[config.mk]
export PLATFORM = sky130hd
export DESIGN_NAME = mem_access_ctrl
export DESIGN_NICKNAME = d
export VERILOG_FILES = /design/src/rtl/mem_access_ctrl.sv
export SDC_FILE = /design/constraint.sdc
export NUM_CORES = 1
export LEC_CHECK = 0
export CORE_MARGIN = 3
export CORE_UTILIZATION = 30
export CTS_BUF_LIST = sky130_fd_sc_hd__clkbuf_2
export DETAILED_ROUTE_END_ITERATION = 8
export PLACE_DENSITY_LB_ADDON = 0.2
export SETUP_SLACK_MARGIN = 0.1
export SLEW_MARGIN = 10
export SYNTH_ARGS = -nofsm -noshare
export SYNTH_HDL_FRONTEND = slang
export SYNTH_SLANG_ARGS = --single-unit
[constraint.sdc]
create_clock -name clk -period 8 [get_ports clk]
set_clock_uncertainty 0.1 [all_clocks]
set_input_delay 1.6 -clock clk [delete_from_list [all_inputs] [get_ports clk]]
set_output_delay 1.6 -clock clk [all_outputs]
set_load 0.005 [all_outputs]
[src/rtl/mem_access_ctrl.sv]
// MEM-stage data memory sequencer: req/ack bus handshake, byte strobes, load alignment and extension.
// Optional MISALIGN_TRAP_EN: misaligned H/HU/W accesses trap instead of being force-aligned.
module mem_access_ctrl #(
    parameter int TIMEOUT = 256,
    parameter int CNT_W   = 9
) (
    input  logic        clk,
    input  logic        rst,
    input  logic        MemRead,
    input  logic        MemWrite,
    input  logic [2:0]  DataSize,
    input  logic [31:0] addr,
    input  logic [31:0] wdata,
    output logic [31:0] ld_data,
    output logic        stall,
    output logic        access_fault,
    output logic        misalign,
    output logic        bus_req,
    output logic        bus_we,
    output logic [31:0] bus_addr,
    output logic [3:0]  bus_wstrb,
    output logic [31:0] bus_wdata,
    input  logic [31:0] bus_rdata,
    input  logic        bus_ack
);

    localparam logic [1:0] S_IDLE = 2'd0;
    localparam logic [1:0] S_REQ  = 2'd1;
    localparam logic [1:0] S_DONE = 2'd2;
    localparam logic [1:0] S_ERR  = 2'd3;

    logic [1:0]       state;
    logic [CNT_W-1:0] cnt;
    logic [2:0]       size_q;
    logic [1:0]       off_q;
    logic             is_load_q;

    logic        access;
    logic        size_ok;
    logic [1:0]  off;
    logic [3:0]  strb;
    logic [31:0] wrep;
    logic [7:0]  sel_b;
    logic [15:0] sel_h;
    logic [31:0] ld_ext;

    assign access = MemRead | MemWrite;

    // Stores only accept B/H/W; the unsigned variants are load-only.
    always_comb begin
        size_ok = 1'b0;
        case (DataSize)
            3'b000, 3'b001, 3'b010: size_ok = 1'b1;
            3'b100, 3'b101:         size_ok = ~MemWrite;
            default:                size_ok = 1'b0;
        endcase

        off  = addr[1:0];
        strb = 4'b1111;
        wrep = wdata;
        case (DataSize[1:0])
            2'b00: begin
                strb = 4'b0001 << addr[1:0];
                wrep = {4{wdata[7:0]}};
            end
            2'b01: begin
                off  = {addr[1], 1'b0};
                strb = 4'b0011 << {addr[1], 1'b0};
                wrep = {2{wdata[15:0]}};
            end
            default: off = 2'b00;
        endcase
    end

`ifdef MISALIGN_TRAP_EN
    logic mis_hit;
    logic err_mis;
    assign mis_hit = ((DataSize[1:0] == 2'b01) && addr[0]) ||
                     ((DataSize[1:0] == 2'b10) && (addr[1:0] != 2'b00));
    assign access_fault = (state == S_ERR) && !err_mis;
    assign misalign     = (state == S_ERR) && err_mis;
`else
    assign access_fault = (state == S_ERR);
    assign misalign     = 1'b0;
`endif

    // Reset gates stall so an aborted access releases the pipeline immediately.
    assign stall = ~rst & (((state == S_IDLE) & access) | (state == S_REQ));

    always_comb begin
        case (off_q)
            2'd0:    sel_b = bus_rdata[7:0];
            2'd1:    sel_b = bus_rdata[15:8];
            2'd2:    sel_b = bus_rdata[23:16];
            default: sel_b = bus_rdata[31:24];
        endcase
        sel_h = off_q[1] ? bus_rdata[31:16] : bus_rdata[15:0];
        case (size_q)
            3'b000:  ld_ext = {{24{sel_b[7]}}, sel_b};
            3'b001:  ld_ext = {{16{sel_h[15]}}, sel_h};
            3'b100:  ld_ext = {24'd0, sel_b};
            3'b101:  ld_ext = {16'd0, sel_h};
            default: ld_ext = bus_rdata;
        endcase
    end

    always_ff @(posedge clk or posedge rst) begin
        if (rst) begin
            state     <= S_IDLE;
            cnt       <= '0;
            size_q    <= 3'd0;
            off_q     <= 2'd0;
            is_load_q <= 1'b0;
            ld_data   <= 32'd0;
            bus_req   <= 1'b0;
            bus_we    <= 1'b0;
            bus_addr  <= 32'd0;
            bus_wstrb <= 4'd0;
            bus_wdata <= 32'd0;
`ifdef MISALIGN_TRAP_EN
            err_mis   <= 1'b0;
`endif
        end else begin
            case (state)
                S_IDLE: begin
                    if (access) begin
                        size_q    <= DataSize;
                        off_q     <= off;
                        is_load_q <= ~MemWrite;
                        cnt       <= '0;
`ifdef MISALIGN_TRAP_EN
                        err_mis   <= size_ok & mis_hit;
                        if (!size_ok || mis_hit) begin
`else
                        if (!size_ok) begin
`endif
                            state <= S_ERR;
                        end else begin
                            state     <= S_REQ;
                            bus_req   <= 1'b1;
                            bus_we    <= MemWrite;
                            bus_addr  <= {addr[31:2], 2'b00};
                            bus_wstrb <= MemWrite ? strb : 4'b0000;
                            bus_wdata <= wrep;
                        end
                    end
                end
                S_REQ: begin
                    if (bus_ack) begin
                        bus_req <= 1'b0;
                        state   <= S_DONE;
                        if (is_load_q) begin
                            ld_data <= ld_ext;
                        end
                    end else if (cnt == CNT_W'(TIMEOUT - 1)) begin
                        bus_req <= 1'b0;
                        state   <= S_ERR;
                    end else begin
                        cnt <= cnt + 1'b1;
                    end
                end
                default: state <= S_IDLE;
            endcase
        end
    end

endmodule

# Yosys cells after proc, flatten, opt, wreduce, memory -nomap -nowiden
# Cells that the tools add are included.
# op_classes
n_reduce_logical	14
shift	2
eq_ne	18
muxes	22
n_bitwise	6
add_sub_neg	1
# ops
cell	count
$pmux W32 S4	1
$pmux W32 S2	1
$mux W9	3
$pmux W8 S3	1
$pmux W9 S2	1
$mux W16	1
$eq A3 B3 Y1 const B	4
$add A9 B1 Y9 const B	1
$eq A9 B8 Y1 const B	1
$mux W2	4
$ne A2 B2 Y1 const B	4
$pmux W2 S2	2
$pmux W4 S2	1
$reduce_and A4 Y1	2
$eq A2 B1 Y1 const B	3
$eq A3 B1 Y1 const B	2
$logic_not A2 Y1	3
$logic_not A3 Y1	2
$reduce_and A3 Y1	2
$eq A2 B2 Y1 const B	2
$mux W1	4
$mux W4	1
$pmux W1 S2	2
$reduce_and A2 Y1	2
10 further kinds	13
# totals
regBits	117
wordCells	74
inputBits	104
output_inout_bits	105

# Longest topological paths before layout
# depth
depth_word	6
depth_mapped	9
mapped_depth_nobuf	8

# Least setup slack after synthesis
# Ideal clock, no wire load.
# synth_path
path_kind	input-to-output
start	input port MemWrite
end	output port stall
t_arrival_ns	2.039
path_buffers	0
stages	2
required_time_ns	6.300
setup_slack_ns	4.261
cell_sequence	o21ai_1 -> a21oi_1
# synth_between
elab_chain_cells	4
# synth_rtl
item	line_no	text
start, declared	10	input logic MemWrite,
$or A1 B1 Y1	47	assign access = MemRead | MemWrite;
$and A1 B1 Y1	88	assign stall = ~rst & (((state == S_IDLE) & access) | (state == S_REQ));
$or A1 B1 Y1	88	
$and A1 B1 Y1	88	
end, declared	15	output logic stall,
# No other way between the ends.

# Worst setup path in the final report
# Ends and elaborated chain as after synthesis.

==> summary.txt <==
Setup path
  – Reg2reg end: ld_data[27]
  – Crit path depth: 4
  – Crit path DAT: 3.27 ns
  – Flop2flop setup slack: ~5.2 ns
  – Worst setup path endpoint: stall
  – Critical path peak fanout: 8
  – Buf/Inv on CP: 2
  – Critical Path Slowest Stage Cell: clkdlybuf4s50_1
  – Origin of the worst setup path: MemWrite
  – Worst-path cell chain: clkdlybuf4s50_1 > o21ai_1 > a21oi_1 > clkdlybuf4s50_1
  – Most common cell on crit path: clkdlybuf4s50_1
  – Reg-to-reg startpoint: off_q[1]
  – Crit path launch type: input pin
  – Critical path's top delay family: buffers and inverters
  – Crit path required time: 6.30 ns
  – Worst path max stage delay: 0.55 ns
  – Crit. End Element: output port
  – CP Class: in -> out
  – FF-to-FF path depth: 4

Power and ir drop
  – Power Density: 338.8 nW/um2
  – Seq pwr share: 39.5%
  – Leakage power total: ~3.3 nW
  – Clock power share: 15.9%
  – Net switching power: 0.9136 mW
  – Worst VDD drop: roughly 150 uV
  – Combinational share of power: 44.6%
  – Sw frac: 33.86%
  – Cell Int Power: 1.784 mW

Timing
  – Worst setup margin: 3.025 ns
  – RSZ-0062 raised after global routing: no
  – Final setup fails: 0
  – Slew Viols, Final: 0
  – Final hold vios: 0
  – Relative slew slack: between 30 and 40%
  – Setup TNS: 0 ns
  – Slew @ Worst Pin: 0.9874 ns
  – Period utilization: 62.19%
  – Max Freq: 201.0 MHz
  – Fin crit period: 4.975 ns

Clock tree
  – CTS resizes: 0
  – Clock root buffer: clkbuf_2
  – CTS sink cnt: about 120
  – Later-pin clock latency in the skew report: 0.67 ns
  – CTS tree: built
  – # H-tree levels: 4
  – Clk buf depth: 2
  – Clk slew on worst S/H paths: around 0.15 ns
  – Hold_buf cts: 0
  – TritonCTS Buffers: 17
  – Postcts setup bufs: 0

Yosys
  – Synth warnings: 0
  – Post-synthesis cell count: 520
  – Sequential-to-total area share from yosys stat: 53.55%
  – Synth Cell Area: 5468 um2
  – Predominant post-synthesis flop cell: dfrtp_1
  – Netlist cell types: 46
  – EDFF count, synth: 0
  – Share of the synthesized area in the top cell type: a little over half
  – Commonest cells post-synth: dfrtp_1 (117), nand2_1 (66), o21ai_0 (63), a21oi_1 (42), mux2_2 (42)
  – Synth top area cells: dfrtp_1 (54%), mux2_2 (8.6%), o21ai_0 (5.8%)
  – Yosys reg bits: around 120
  – Cell taking the most area after synthesis: dfrtp_1
  – Most numerous cell in the Yosys netlist: dfrtp_1
  – Syn Area/Cell: 10.51 um2
  – Post-synth ARST share: 100.0%

Floorplan
  – Die W: 141.0 um
  – Chip height: 141.0 um
  – Io pins: ~210
  – Core area: 17600 um2
  – Initial Util: 31.07%
  – Die area: 19880 um2
  – # rows: 48

Placement
  – Placed wire-length estimate: 11750 um
  – Routability Congestion: 0.7819
  – Pre-CTS setup slack: ~3.0 ns
  – Port bufs: around 210
  – Placed instance count: 921

Routing
  – DR WL/cell: 17.25 um
  – Router iterations before antenna repair: 4
  – DRC: 0
  – Number of DRC markers in iteration 0: 240
  – Post-DRT Antenna Nets: 0
  – Vias per cell: approximately 4.9
  – Routed WL: 16440 um
  – Vias: 4704

Worst hold path
  – Hold Path Class: reg -> reg

Global routing
  – Pin count of the biggest net entering global routing: 93
  – Vias in the first global route: 4893
  – Total congestion overflow: 0
  – Number of antenna violations at the first check in global routing: 0
  – Global-route wire length before repair: 26250 um
  – GRT Total Usage: between 10% and 20%

Finish
  – Layout area overhead: 45.65%
  – Layout cells sized above 1: 11.54%
  – Nets: 821
  – Layout Utilization: 45.26%
  – Diode count: 0
  – Finished Layout Cells: 953

Outcome
  – Run status: finished, final reports clean

Flow run
  – Max_cap viols: 0
==> per-stage QoR <==
step / power [mW] / hold WS [ns] / area (um2)
2_1_floorplan: 1.564 / 0.3474 / 5475
3_3_place_gp: 2.271 / 0.3615 / 7706
3_5_place_dp: 2.297 / 0.3717 / 7706
4_1_cts: 2.743 / 0.4074 / 7964
5_1_grt: 2.901 / 0.4264 / 7964
6_report: 2.698 / 0.4021 / 7964
==> cell usage in the layout, fill, tap and decap left out, types with 5 or more instances in the layout <==
cell             netlist  final
nor2b_1                5      5
o31ai_1                5      5
o21ai_1               11     11
nor2_1                17     17
nand3b_1               8      8
dfrtp_1              117    117
nand2_1               66     66
o211ai_1              16     16
a21oi_1               42     42
clkdlybuf4s50_1        0    205
mux2i_1               31     31
mux2_2                42     42
buf_4                  3      6
clkbuf_2               0     19
nand3_1                5      5
nand2b_1               9      9
or3_1                  5      5
o21ai_0               63     63
==> final cells by class <==
| class | count | area [um2] |
|---|---|---|
| clock inverters | 13 | 162.7 |
| fillers | 1680 | 9633 |
| flip-flops and latches | 117 | 2928 |
| inverters | 5 | 21.27 |
| clock buffers | 19 | 95.09 |
| repair buffers | 211 | 2097 |
| multi-input cells | 363 | 2379 |
| well taps | 225 | 281.5 |
==> flip-flops by register name, indices dropped and copies added (netlist names) <==
register and flops:
size_q 3, is_load_q 1, bus_req 1, off_q 2, state 2, bus_we 1
bus_wdata 32, cnt 9, bus_wstrb 4, bus_addr 30, ld_data 32
==> cell families after synthesis <==
group           share of synthesized area, %
flops                                  53.55
buf+inv                                3.410
other cells                          0.06858
xor+xnor                              0.4806
fa+ha+maj                             0.4576
compound gates                         15.15
mux                                    14.74
simple gates                           12.15
==> metal layers <==
layer,part of all wire (%),routed length [um],track usage [%],vias to the layer above
li1,-,-,-,2237
met2,46,7634,26.26,181
met4,1.3,214,5.252,0
met1,42,6824,20.11,2269
met5,0,0,0,-
met3,11,1767,8.005,17
==> power groups by stage <==
stage	combinational (mW)	sequential [mW]	clock [mW]
after CTS	1.23	1.07	0.446
final	1.20	1.07	0.428
after floorplan	0.520	1.04	0
after detailed placement	1.22	1.08	0
after global placement	1.20	1.07	0
after global routing	1.32	1.10	0.472
==> worst min-delay path by stage <==
| stage | start | to | slack (ns) | depth (start not counted) |
|---|---|---|---|---|
| 2_1_floorplan | cnt[8] | cnt[8] | 0.35 | 2 |
| 3_3_place_gp | cnt[8] | cnt[8] | 0.36 | 2 |
| 3_5_place_dp | bus_wdata[10] | bus_wdata[10] | 0.37 | 2 |
| 4_1_cts | bus_wdata[10] | bus_wdata[10] | 0.41 | 2 |
| 5_1_grt | bus_wdata[10] | bus_wdata[10] | 0.43 | 2 |
| 6_report | bus_wdata[10] | bus_wdata[10] | 0.40 | 2 |
==> worst register-to-register path, cell delays in order (launching register included) <==
cell	delay, ns
dfrtp_1	0.78
mux4_2	0.57
nor4b_2	0.20
nor3_2	0.75
o21ai_0	0.20
No activity file was read; power rests on OpenSTA's default activity.
